$ cat src/rtl/rv_decode_pkg.sv
// Shared definitions for the RV64 decode stage: opcodes, instruction
// formats and the layout of the ID/EX pipeline register.
package rv_decode_pkg;

  localparam int XLEN      = 64;
  localparam int REG_PTR_W = 5;

  localparam logic [6:0] OPC_OP        = 7'b0110011;
  localparam logic [6:0] OPC_OP_32     = 7'b0111011;
  localparam logic [6:0] OPC_OP_IMM    = 7'b0010011;
  localparam logic [6:0] OPC_OP_IMM_32 = 7'b0011011;
  localparam logic [6:0] OPC_LOAD      = 7'b0000011;
  localparam logic [6:0] OPC_JALR      = 7'b1100111;
  localparam logic [6:0] OPC_STORE     = 7'b0100011;
  localparam logic [6:0] OPC_BRANCH    = 7'b1100011;
  localparam logic [6:0] OPC_LUI       = 7'b0110111;
  localparam logic [6:0] OPC_AUIPC     = 7'b0010111;
  localparam logic [6:0] OPC_JAL       = 7'b1101111;

  typedef enum logic [2:0] {
    FMT_R,
    FMT_I,
    FMT_S,
    FMT_B,
    FMT_U,
    FMT_J,
    FMT_X
  } fmt_e;

  // Everything the execute stage needs from one decoded instruction.
  typedef struct packed {
    logic [XLEN-1:0]      rs1_val;
    logic [XLEN-1:0]      rs2_val;
    logic [XLEN-1:0]      imm;
    logic [REG_PTR_W-1:0] rd;
    logic [6:0]           opcode;
    logic [2:0]           funct3;
    logic [6:0]           funct7;
    logic                 we;
    logic                 illegal;
  } id_ex_t;

  // Map an opcode onto its encoding format; unknown opcodes become FMT_X.
  function automatic fmt_e decode_fmt(input logic [6:0] opcode);
    fmt_e f;
    case (opcode)
      OPC_OP, OPC_OP_32:                             f = FMT_R;
      OPC_OP_IMM, OPC_OP_IMM_32, OPC_LOAD, OPC_JALR: f = FMT_I;
      OPC_STORE:                                     f = FMT_S;
      OPC_BRANCH:                                    f = FMT_B;
      OPC_LUI, OPC_AUIPC:                            f = FMT_U;
      OPC_JAL:                                       f = FMT_J;
      default:                                       f = FMT_X;
    endcase
    return f;
  endfunction

endpackage

$ cat src/rtl/generador_inmediato.sv
// Combinational immediate extraction: rebuilds the RV immediate for the
// given format and sign-extends it from inst[31] to the operand width.
module generador_inmediato
  import rv_decode_pkg::*;
#(
  parameter int ILEN = 32,
  parameter int Bits = 64
) (
  input  logic [ILEN-1:0] inst,
  input  fmt_e            fmt,
  output logic [Bits-1:0] imm
);

  // The opcode bits are already folded into fmt by the caller.
  logic unused_opcode_bits;
  assign unused_opcode_bits = ^inst[6:0];

  // R-type and unrecognised instructions carry no immediate.
  always_comb begin
    imm = '0;
    case (fmt)
      FMT_I: imm = {{(Bits-12){inst[31]}}, inst[31:20]};
      FMT_S: imm = {{(Bits-12){inst[31]}}, inst[31:25], inst[11:7]};
      FMT_B: imm = {{(Bits-13){inst[31]}}, inst[31], inst[7], inst[30:25],
                    inst[11:8], 1'b0};
      FMT_U: imm = {{(Bits-32){inst[31]}}, inst[31:12], 12'b0};
      FMT_J: imm = {{(Bits-21){inst[31]}}, inst[31], inst[19:12], inst[20],
                    inst[30:21], 1'b0};
      default: imm = '0;
    endcase
  end

endmodule

$ cat src/rtl/etapa_decodificacion.sv
// RV64 instruction-decode stage. Reads operands from BancoRegistros,
// bypasses a same-cycle writeback, tracks outstanding writers in a
// scoreboard to stall on RAW/WAW hazards, and registers the decoded
// instruction into the ID/EX register.
module etapa_decodificacion
  import rv_decode_pkg::*;
#(
  parameter  int N     = 32,
  parameter  int Bits  = 64,
  parameter  int ILEN  = 32,
  localparam int PTR_W = $clog2(N)
) (
  input  logic             clk,
  input  logic             rst,
  input  logic             inst_valid,
  input  logic [ILEN-1:0]  inst,
  output logic             inst_ready,
  input  logic             flush,
  output logic [PTR_W-1:0] ptr_rd_1,
  output logic [PTR_W-1:0] ptr_rd_2,
  input  logic [Bits-1:0]  data_rd_1,
  input  logic [Bits-1:0]  data_rd_2,
  input  logic             wb_en,
  input  logic [PTR_W-1:0] wb_ptr,
  input  logic [Bits-1:0]  wb_data,
  input  logic             ex_ready,
  output logic             ex_valid,
  output logic [Bits-1:0]  ex_rs1_val,
  output logic [Bits-1:0]  ex_rs2_val,
  output logic [Bits-1:0]  ex_imm,
  output logic [PTR_W-1:0] ex_rd,
  output logic [6:0]       ex_opcode,
  output logic [2:0]       ex_funct3,
  output logic [6:0]       ex_funct7,
  output logic             ex_we,
  output logic             ex_illegal
);

  logic [6:0]       opcode;
  logic [2:0]       funct3;
  logic [6:0]       funct7;
  logic [PTR_W-1:0] rd;
  logic [PTR_W-1:0] rs1;
  logic [PTR_W-1:0] rs2;
  fmt_e             fmt;
  logic [Bits-1:0]  imm;

  logic             uses_rs1;
  logic             uses_rs2;
  logic             writes_fmt;
  logic             writes_rd;
  logic             wb_hit_rs1;
  logic             wb_hit_rs2;
  logic             wb_hit_rd;
  logic             stall;
  logic             accept;
  logic [Bits-1:0]  rs1_val;
  logic [Bits-1:0]  rs2_val;

  logic             ex_valid_q;
  logic             ex_valid_d;
  id_ex_t           id_ex_q;
  id_ex_t           id_ex_d;
  logic [N-1:0]     pending_q;
  logic [N-1:0]     pending_d;

  assign opcode   = inst[6:0];
  assign rd       = inst[7 +: PTR_W];
  assign funct3   = inst[14:12];
  assign rs1      = inst[15 +: PTR_W];
  assign rs2      = inst[20 +: PTR_W];
  assign funct7   = inst[31:25];
  assign fmt      = decode_fmt(opcode);

  assign ptr_rd_1 = rs1;
  assign ptr_rd_2 = rs2;

  generador_inmediato #(
    .ILEN (ILEN),
    .Bits (Bits)
  ) u_generador_inmediato (
    .inst (inst),
    .fmt  (fmt),
    .imm  (imm)
  );

  // Which register ports the instruction format actually uses.
  always_comb begin
    uses_rs1   = 1'b0;
    uses_rs2   = 1'b0;
    writes_fmt = 1'b0;
    case (fmt)
      FMT_R: begin
        uses_rs1   = 1'b1;
        uses_rs2   = 1'b1;
        writes_fmt = 1'b1;
      end
      FMT_I: begin
        uses_rs1   = 1'b1;
        writes_fmt = 1'b1;
      end
      FMT_S, FMT_B: begin
        uses_rs1 = 1'b1;
        uses_rs2 = 1'b1;
      end
      FMT_U, FMT_J: writes_fmt = 1'b1;
      default: begin
        uses_rs1   = 1'b0;
        uses_rs2   = 1'b0;
        writes_fmt = 1'b0;
      end
    endcase
    writes_rd = writes_fmt && (rd != '0);
  end

  // Hazard detection: a pending register retiring this very cycle no
  // longer blocks, since its value arrives through the bypass.
  always_comb begin
    wb_hit_rs1 = wb_en && (wb_ptr == rs1);
    wb_hit_rs2 = wb_en && (wb_ptr == rs2);
    wb_hit_rd  = wb_en && (wb_ptr == rd);
    stall = inst_valid &&
            ((uses_rs1 && (rs1 != '0) && pending_q[rs1] && !wb_hit_rs1) ||
             (uses_rs2 && (rs2 != '0) && pending_q[rs2] && !wb_hit_rs2) ||
             (writes_rd && pending_q[rd] && !wb_hit_rd));
    inst_ready = !stall && !flush && (!ex_valid_q || ex_ready);
    accept     = inst_valid && inst_ready;
  end

  // Operand selection: x0 reads zero, a same-cycle writeback wins over
  // the stale register file value.
  always_comb begin
    if (rs1 == '0) begin
      rs1_val = '0;
    end else if (wb_hit_rs1) begin
      rs1_val = wb_data;
    end else begin
      rs1_val = data_rd_1;
    end
    if (rs2 == '0) begin
      rs2_val = '0;
    end else if (wb_hit_rs2) begin
      rs2_val = wb_data;
    end else begin
      rs2_val = data_rd_2;
    end
  end

  // Next state of the ID/EX register and the pending-write scoreboard.
  always_comb begin
    ex_valid_d = ex_valid_q;
    if (flush) begin
      ex_valid_d = 1'b0;
    end else if (accept) begin
      ex_valid_d = 1'b1;
    end else if (ex_ready) begin
      ex_valid_d = 1'b0;
    end

    id_ex_d = id_ex_q;
    if (accept) begin
      id_ex_d.rs1_val = rs1_val;
      id_ex_d.rs2_val = rs2_val;
      id_ex_d.imm     = imm;
      id_ex_d.rd      = rd;
      id_ex_d.opcode  = opcode;
      id_ex_d.funct3  = funct3;
      id_ex_d.funct7  = funct7;
      id_ex_d.we      = writes_rd;
      id_ex_d.illegal = (fmt == FMT_X);
    end

    pending_d = pending_q;
    if (wb_en) begin
      pending_d[wb_ptr] = 1'b0;
    end
    if (flush && ex_valid_q && id_ex_q.we) begin
      pending_d[id_ex_q.rd] = 1'b0;
    end
    if (accept && writes_rd) begin
      pending_d[rd] = 1'b1;
    end
    pending_d[0] = 1'b0;
  end

  // State registers; reset empties the pipeline and forgets all writers.
  always_ff @(posedge clk or posedge rst) begin
    if (rst) begin
      ex_valid_q <= 1'b0;
      id_ex_q    <= '0;
      pending_q  <= '0;
    end else begin
      ex_valid_q <= ex_valid_d;
      id_ex_q    <= id_ex_d;
      pending_q  <= pending_d;
    end
  end

  assign ex_valid   = ex_valid_q;
  assign ex_rs1_val = id_ex_q.rs1_val;
  assign ex_rs2_val = id_ex_q.rs2_val;
  assign ex_imm     = id_ex_q.imm;
  assign ex_rd      = id_ex_q.rd;
  assign ex_opcode  = id_ex_q.opcode;
  assign ex_funct3  = id_ex_q.funct3;
  assign ex_funct7  = id_ex_q.funct7;
  assign ex_we      = id_ex_q.we;
  assign ex_illegal = id_ex_q.illegal;

endmodule

$ cat config.mk
export PLATFORM = sky130hd
export DESIGN_NAME = etapa_decodificacion
export DESIGN_NICKNAME = d
export VERILOG_FILES = /design/src/rtl/rv_decode_pkg.sv /design/src/rtl/generador_inmediato.sv /design/src/rtl/etapa_decodificacion.sv
export SDC_FILE = /design/constraint.sdc
export NUM_CORES = 1
export LEC_CHECK = 0
export CAP_MARGIN = 30
export CORE_UTILIZATION = 40
export CTS_BUF_LIST = sky130_fd_sc_hd__clkbuf_8
export DETAILED_ROUTE_END_ITERATION = 10
export PLACE_DENSITY_LB_ADDON = 0.15
export SYNTH_ARGS = -nofsm -noshare
export SYNTH_HDL_FRONTEND = slang
export SYNTH_SLANG_ARGS = --single-unit
$ cat constraint.sdc
create_clock -name clk -period 9.47 [get_ports clk]
set_input_delay 1.894 -clock clk [delete_from_list [all_inputs] [get_ports clk]]
set_output_delay 1.894 -clock clk [all_outputs]
set_load 0.005 [all_outputs]
; ---- Word-level counts from Yosys, hierarchy flattened
; Index checks and enable logic that the tools add are counted.
[word_totals]
regBits = 248
inputBits = 235
elab_cells = 115
[op_classes]
order_cmp = 8
n_eq_ne = 20
mux = 27
n_bitwise = 5
n_reduce_logical = 44
[op_table]
columns = op, count
row1 = case mux 64 bit (5 select lines), 1
row2 = two-way mux 64 bit, 4
row3 = two-way mux 32 bit, 3
row4 = AND 32 bit, 2
row5 = NOT 32 bit, 2
row6 = OR 32 bit, 1
row7 = "< comparator 5 x 6 -> 1 bit, second input constant", 5
row8 = "equality test 7 x 6 -> 1 bit, second input constant", 4
row9 = logical AND 1 bit, 22
row10 = "equality test 7 x 5 -> 1 bit, second input constant", 3
row11 = "equality test 7 bit, second input constant", 3
row12 = case mux 3 bit (6 select lines), 1
row13 = binary-select mux 1 bit (select 5 bit), 3
row14 = demux 1 bit (select 5 bit), 3
row15 = equality test 5 bit, 3
row16 = ">= comparator 5 x 1 -> 1 bit, second input constant", 3
row17 = nonzero test 5 bit, 3
row18 = two-way mux 1 bit, 12
row19 = OR reduction 4 bit, 3
row20 = logical NOT 5 bit, 2
row21 = "equality test 3 bit, second input constant", 3
row22 = "equality test 7 x 2 -> 1 bit, second input constant", 1
row23 = "equality test 3 x 2 -> 1 bit, second input constant", 2
row24 = logical NOT 1 bit, 6
row25 = 6 further kinds, 9

; ---- Depth between registers and ports, before layout
; Gate-level depths: netlist of the first run.
[depth]
depth_word = 18
depth_mapped = 14
ltp_nobuf = 11

; ---- Cells and area by module
; Synthesis of the first run repeated with hierarchy kept, for this count alone.
[hier_totals]
cells_unflattened = 1313
hier_area_um2 = 13706.9
[modules_own_cells]
columns = mod, instances, cells_per_inst, area_each_um2, seq_area_each_um2
row1 = etapa_decodificacion, 1, 1211, 12934.9, 6206.0
row2 = generador_inmediato, 1, 102, 772.0, 0.0

; ---- Worst setup path after synthesis of the first run
; No wires, ideal clock.
[synth_timing]
kind = input -> output
from = input port inst[2]
to = output port inst_ready
arrival_time_ns = 3.860
required_ns = 7.576
path_slack_ns = 3.716
stages = 11
n_path_buf = 1
path_cell_list = buf_2 nor4b_4 nand2_1 ha_1 a21boi_0 o21ai_0 a211oi_1 a21oi_1 nand4_1 nand3_1 a21boi_0
[synth_between]
elab_chain_len = 15
[synth_lines]
columns = element, line
row1 = start: declaration, etapa_decodificacion.sv:16  ; input logic [ILEN-1:0] inst,
row2 = equality test 7 x 5 -> 1 bit (tied with other cells), rv_decode_pkg.sv:46  ; case (opcode)
row3 = OR reduction 4 bit or OR reduction 2 bit (tied branches), rv_decode_pkg.sv:46
row4 = case mux 3 bit (6 select lines) (*), rv_decode_pkg.sv:46
row5 = equality test 3 x 1 -> 1 bit (tied with other cells), etapa_decodificacion.sv:92  ; case (fmt)
row6 = OR reduction 4 bit (no line) or OR reduction 3 bit (tied branches), -
row7 = two-way mux 1 bit, etapa_decodificacion.sv:92
row8 = logical AND 1 bit (on tied branches) (3 in a row), "etapa_decodificacion.sv:123, etapa_decodificacion.sv:124"
row9 = logical OR 1 bit, etapa_decodificacion.sv:123  ; ((uses_rs1 && (rs1 != '0) && pending_q[rs1] && !wb_hit_rs1) ||
row10 = logical OR 1 bit (*), etapa_decodificacion.sv:124  ; (uses_rs2 && (rs2 != '0) && pending_q[rs2] && !wb_hit_rs2) ||
row11 = logical AND 1 bit (*), etapa_decodificacion.sv:122  ; stall = inst_valid &&
row12 = logical NOT 1 bit (*), etapa_decodificacion.sv:126  ; inst_ready = !stall && !flush && (!ex_valid_q || ex_ready);
row13 = logical AND 1 bit (*) (2 in a row), etapa_decodificacion.sv:126
row14 = end: declaration, etapa_decodificacion.sv:17  ; output logic inst_ready,
; Every way passes the cells marked *; elsewhere a longest branch is shown, timed or not.

; ---- Worst setup path after layout of the first run
; Ends and elaborated chain as after synthesis.

==> results.md, run 1 <==
- Status: completed
- RSZ-0062 raised after global routing: no
- Critical Path RT: 7.58 ns
- Final instance area: 17800 µm²
- Post-CTS setup buffers: 0
- Worst-Margin Slew: just under 1 ns
- Synth unique cells: between 60 and 70
- Die height: 178 µm
- Avg Cell Area, Syn: roughly 11 µm²
- Antenna violations before repair: 1
- Root buffer cell: clkbuf_8
- Final Worst Setup Slack: between 2 and 2.5 ns
- TritonCTS clock tree: yes
- Final Critical Period: between 7 and 8 ns
- Post-synthesis simple-gate area fraction: about 11%
- CP arrival: 5.32 ns
- Die width: roughly 180 µm
- Mux contribution to synthesized area: between 20% and 30%
- Post-route DRC violation count: 0
- Synthesized instance count: 1175
- Part of the power in the clock network: 32.1%
- DR WL/cell: ~23 µm
- CTS Buf Count: 40
- All-Layer GR Usage: 28.1%
- Fin nets: 1796
- Top Ports: around 460
- VDD IR max: 0.127 mV
- Switching share of power: 28.1%
- PD cells: 160 nW/µm²
- Worst Setup End Kind: output port
- Number of synthesized register bits: 216
- Initial DRC Count: 641
- Pre-CTS WS: 2.33 ns
- Tot Pwr: 2.85 mW
- Hold Crit Class: flip-flop to flip-flop
- Die area: 31800 µm²
- Sequential power share: 40.8%
- Compound-Gate Fraction of Synth Area: 11.6%
- Adder-cell share of the synthesized area: 0.101%
- Post-synth ARST share: 100%
- Clock Path Buffers: 3
- NetSw: around 0.8 mW
- Row Count: 64
- Starting Density: 40.7%
- Highest clock rate: 139 MHz
- Clk pin slew, worst setup/hold paths: 0.06 ns
- Startpoint type of the worst setup path: input port
- WS Path Type: input port to output port
- Internal: 2.05 mW
- Vias in the first global route: ~11000
- Comb pwr share: a little over a quarter
- Setup violations, final: 0
- GR Overflow Total: 0
- Core Box Area: 30600 µm²
- Syn nets: 1411
- Slew headroom: between 30% and 40%
- Clk_skew: 0.0269 ns
- Routed via count: 10962
- Clock sinks: between 200 and 250
- Final slew viol count: 0
- Synth Area in XOR/XNOR: 1.06%
- Final Hold Viols: 0
- Area after DPL: 17000 µm²
- Fill cells: 2649
- Ys Warns: 0
- Routability cong.: slightly above 0.9
- First-pass GRT wire length: 67300 µm
- DRT Pass-1 Iters: 5
- Post-Route WL: 45500 µm
- Synth Cell Area: ~12000 µm²
- EDFF count, synth: 0
- P_leak: 7.33 nW
- Main synth FF type: dfrtp_1
- Layout cell share with drive strength beyond 1: between 10% and 20%
- Area Overhead vs Synth: 43.1%
- Worst skew pair latency: between 0.5 and 0.6 ns
- Worst Path Max Fanout: 9
- Largest family of logic cells by synthesized area: multiplexers
- Final critical-path share of the clock period: 76.1%
- Cts hold-fix bufs: 0
- Total negative slack: 0 ns
- Seq/Total Area, Yosys: 43.5%
- Largest net degree at the start of global routing: 101
- Max-cap violation count: 0
- Post-cts gate resize count: 0
- Routed Antenna Nets: 0
- Post-DP HPWL: 32400 µm
- Port Buffer Count: ~460
- Via density: 5.51
- Core Util, Final: 58.2%
- H-tree levels: 2
worst max-delay path, cell delays in order:
cell and delay, ns:
clkdlybuf4s50_1 0.61, nor4b_4 0.44, nand2_1 0.18, ha_1 0.29, a21boi_0 0.17, o21ai_0 0.19, a211oi_1 0.40, a21oi_1 0.07
nand4_1 0.19, nand3_1 0.15, a21boi_0 0.20, clkdlybuf4s50_1 0.52
cells in the final DEF (no fill, tap or decap), types with 6 or more instances in the layout:
| cell type | instances |
|---|---|
| clkdlybuf4s50_1 | 462 |
| nand2_1 | 151 |
| or3b_2 | 6 |
| buf_4 | 11 |
| mux4_2 | 14 |
| clkbuf_8 | 50 |
| dfrtp_1 | 216 |
| a21oi_1 | 82 |
| o41ai_2 | 12 |
| xor2_1 | 12 |
| mux2i_1 | 96 |
| mux2_2 | 75 |
| nand3_1 | 10 |
| nand2b_1 | 9 |
| mux2_1 | 94 |
| o41ai_1 | 21 |
| o221ai_1 | 32 |
| nor3_1 | 6 |
| o22ai_1 | 7 |
| nor2_1 | 79 |
| a21o_1 | 6 |
| inv_1 | 38 |
| nand3b_1 | 12 |
metal layers:
layer  up-vias  GRT usage [%]  wire length, µm
li1       4967              -                -
met1      5377           33.7            17600
met2       540           47.5            22300
met3        78           8.89             4380
met4         0           8.93             1170
met5         -              0                0
through the flow:
stage	std cells	hold slack, ns
after CTS	1987	0.494
final	1988	0.488
after global routing	1988	0.508
after detailed placement	1914	0.480
after global placement	1913	0.473
after floorplan	1175	0.489
sequential cells by signal, indices dropped and copies added (netlist names):
| signal | cells |
|---|---|
| ex_funct3 | 3 |
| ex_funct7 | 7 |
| ex_illegal | 1 |
| ex_imm | 32 |
| ex_opcode | 7 |
| ex_rd | 5 |
| ex_rs1_val | 64 |
| ex_rs2_val | 64 |
| ex_valid | 1 |
| ex_we | 1 |
| pending_q | 31 |
cell usage after synthesis, drive strengths merged, types with 2 or more instances:
library cell / count / area, µm²
dfrtp: 216 / 5410
mux2: 169 / 1900
nand2: 151 / 567
mux2i: 96 / 961
buf: 91 / 602
a21oi: 82 / 410
nor2: 80 / 300
clkbuf: 41 / 154
o41ai: 33 / 379
o221ai: 32 / 280
inv: 25 / 93.8
mux4: 14 / 315
nand3b: 12 / 90.1
xor2: 12 / 105
nand3: 11 / 55.1
nand2b: 9 / 56.3
o22ai: 7 / 43.8
or3b: 7 / 61.3
a21o: 6 / 45.0
nor3: 6 / 30.0
o21ai: 6 / 30.0
a22o: 5 / 43.8
nor2b: 5 / 31.3
nor3b: 5 / 37.5
a31oi: 4 / 25.0
and2: 4 / 25.0
nand4: 4 / 31.3
nor4: 4 / 25.0
or3: 4 / 25.0
a211oi: 3 / 22.5
nor4b: 3 / 41.3
xnor2: 3 / 26.3
a21boi: 2 / 15.0
and3: 2 / 12.5
o211ai: 2 / 20.0
o21bai: 2 / 15.0
power by group through the flow:
stage / Clock (mW) / Sequential (mW) / Combinational, mW
floorplan: 0 / 1.17 / 0.267
global placement: 0 / 1.17 / 0.774
detailed placement: 0 / 1.17 / 0.775
CTS: 0.946 / 1.16 / 0.780
global route: 0.989 / 1.18 / 0.827
finish: 0.915 / 1.16 / 0.773
cells by family (layout without fill, tap and decap cells):
family,count (synthesis),count (layout)
other,0,1
adder cells (fa/ha/maj),1,1
AND/OR/NAND/NOR,311,311
flip-flops,216,216
buffers and inverters,157,573
XOR/XNOR,15,15
multiplexers,279,279
AO/OA/AOI/OAI,196,196
layout make-up:
type	count	area [µm²]	share of cell area, %
multi-input cells	802	6220	35.0
inverters	25	101	0.569
diodes	1	2.50	0.0141
flip-flops and latches	216	5410	30.4
clock inverters	23	135	0.759
repair buffers	475	4750	26.7
well taps	396	495	2.78
clock buffers	50	688	3.87
worst paths after layout:
kind	start	to	slack, ns	cells past startpoint
max in group asynchronous	rst	ex_rs2_val[45]	6.16	3
min	ex_rs2_val[58]	ex_rs2_val[58]	0.49	1
max	inst[2]	inst_ready	2.26	12
min reg2reg	ex_rs2_val[58]	ex_rs2_val[58]	0.49	1
max reg2reg	pending_q[6]	ex_rs2_val[20]	6.19	7
min in group asynchronous	rst	ex_rs1_val[43]	1.85	2
Note: power is estimated with default switching activity, not from simulation.
==> inputs of run 2 (changes only) <==
==> constraint.sdc (replaced) <==
create_clock -name clk -period 7.1 [get_ports clk]
set_input_delay 1.42 -clock clk [delete_from_list [all_inputs] [get_ports clk]]
set_output_delay 1.42 -clock clk [all_outputs]
set_load 0.005 [all_outputs]
==> run 2 against run 1 <==
Net effect:
- clock skew grew 0.011 ns
- global-route usage is 0.79 points higher
- clock power increased by 34%
- flip-flop and latch count is the same
- setup slack lost 1.5 ns
- routed wire length is 2.9% higher
- register-to-register slack worse by 2.4 ns
- critical endpoint unchanged
- highest routed layer unchanged
==> results.md, run 2 (synthesis results as in run 1) <==
- Routed Antenna Nets: 0
- Core Box Area: slightly above 30000 µm²
- Fin nets: approximately 1800
- Clock Path Buffers: 3
- Top Ports: 463
- Post-Route WL: roughly 47000 µm
- Final slew viol count: 0
- Commonest non-fill, non-tap cells in the layout: clkdlybuf4s50_1, dfrtp_1, nand2_1
- Initial DRC Count: 630
- H-tree levels: 2
- Antenna violations before repair: 3
- Final Critical Period: 6.33 ns
- Routed via count: ~11000
- Largest net degree at the start of global routing: 115
- Port Buffer Count: 462
- Die height: 178 µm
- Area after DPL: 17000 µm²
- Clock sinks: 216
- WS Path Type: input port to output port
- Total negative slack: 0 ns
- Clk pin slew, worst setup/hold paths: 0.06 ns
- Core Util, Final: 58.3%
- Crit path buffers/inverters: 2
- Starting Density: roughly 41%
- Via density: 5.57
- Worst path slowest cell: clkdlybuf4s50_1
- Final Hold Viols: 0
- GR Overflow Total: 0
- RSZ-0062 raised after global routing: no
- Row Count: 64
- Clk_skew: roughly 0.038 ns
- Final critical-path share of the clock period: 89.2%
- Non-Filler Instances: 1994
- DR WL/cell: 23.5 µm
- Worst-Margin Slew: 0.942 ns
- Die area: 31800 µm²
- Post-DP HPWL: about 33000 µm
- Worst skew pair latency: 0.56 ns
- Hold Crit Class: flip-flop to flip-flop
- Root buffer cell: clkbuf_8
- Setup violations, final: 0
- Cells after DPL: about 1900
- Cts hold-fix bufs: 0
- Met3 Routed Length: 4290 µm
- Highest clock rate: 158 MHz
- CP arrival: slightly below 5 ns
- Die width: 178 µm
- Startpoint type of the worst setup path: input port
- Vias in the first global route: 11153
- All-Layer GR Usage: a little under 30%
- Cell breakdown of the critical path: clkdlybuf4s50_1 > nor4b_4 > nand2_1 > ha_1 > a21boi_0 > o21ai_0 > a211oi_1 > a21oi_1 > nand4_1 > nand3_1 > a21boi_0 > clkdlybuf4s50_1
- Post-route DRC violation count: 0
- Final instance area: 17800 µm²
- Status: completed
- Met2 wire len: 22700 µm
- Routability cong.: 0.923
- Tot Pwr: 3.81 mW
- DRT met1 WL: about 18000 µm
- P_leak: 7.36 nW
- First-pass GRT wire length: 68800 µm
- Worst Setup End Kind: output port
- CTS Buf Count: 41
- VDD IR max: 0.155 mV
- Max-cap violation count: 0
- Critical path's top delay family: buffers and inverters
- Uppermost routed layer: met4
- DRT Pass-1 Iters: 6
- PD cells: 214 nW/µm²
- Area Overhead vs Synth: 43.5%
- Critical Path RT: 5.68 ns
- Commonest non-fill, non-tap cell in the layout: clkdlybuf4s50_1
- TritonCTS clock tree: yes
- Post-cts gate resize count: 0
- Worst Path Max Fanout: 9
- Layout cell share with drive strength beyond 1: 12.2%
- Slew headroom: 37.2%
- Post-CTS setup buffers: 0
- Max stage delay on crit path: 0.63 ns
-- run 2: cell types whose count changed in the layout (fill, tap and decap cells not counted) --
cell	delta
buf_4	+5
buf_12	+1
diode_2	+2
inv_1	+1
inv_8	-2
clkinv_2	-2
clkbuf_8	+1
-- run 2: final timing paths --
| path | start | end | slack, ns | cells after the start |
|---|---|---|---|---|
| worst max-delay path | inst[2] | inst_ready | 0.77 | 12 |
| worst min-delay path | ex_imm[1] | ex_imm[1] | 0.48 | 1 |
| worst max register to register | pending_q[27] | ex_rs1_val[60] | 3.78 | 8 |
| worst min register to register | ex_imm[1] | ex_imm[1] | 0.48 | 1 |
| max in group asynchronous | rst | ex_rs2_val[52] | 4.45 | 4 |
| min in group asynchronous | rst | ex_rd[2] | 1.42 | 3 |
-- run 2: power by group --
group | leakage (nW) | switching (mW) | total, mW | internal (mW)
Combinational | 4.19 | 0.401 | 1.04 | 0.634
Clock | 0.477 | 0.548 | 1.23 | 0.681
Sequential | 2.69 | 0.123 | 1.55 | 1.43
Total | 7.36 | 1.07 | 3.81 | 2.74
-- run 2: final cells by class --
class                   instances  area [µm²]
diodes                          3        7.51
clock buffers                  51         702
clock inverters                20         110
fillers                      2654       12700
inverters                      25        97.6
multi-input cells             802        6220
flip-flops and latches        216        5410
well taps                     396         495
repair buffers                481        4800
-- run 2: layer usage --
layer,vias up,global-route usage (%)
li1,4966,-
met1,5482,35.3
met2,551,47.5
met3,102,8.72
met4,0,11.3
met5,-,0
-- run 2: stage by stage --
| stage | hold slack (ns) | worst slack (ns) |
|---|---|---|
| 2_1_floorplan | 0.489 | 2.29 |
| 3_3_place_gp | 0.473 | 0.828 |
| 3_5_place_dp | 0.480 | 0.866 |
| 4_1_cts | 0.493 | 0.856 |
| 5_1_grt | 0.510 | 0.567 |
| 6_report | 0.485 | 0.769 |
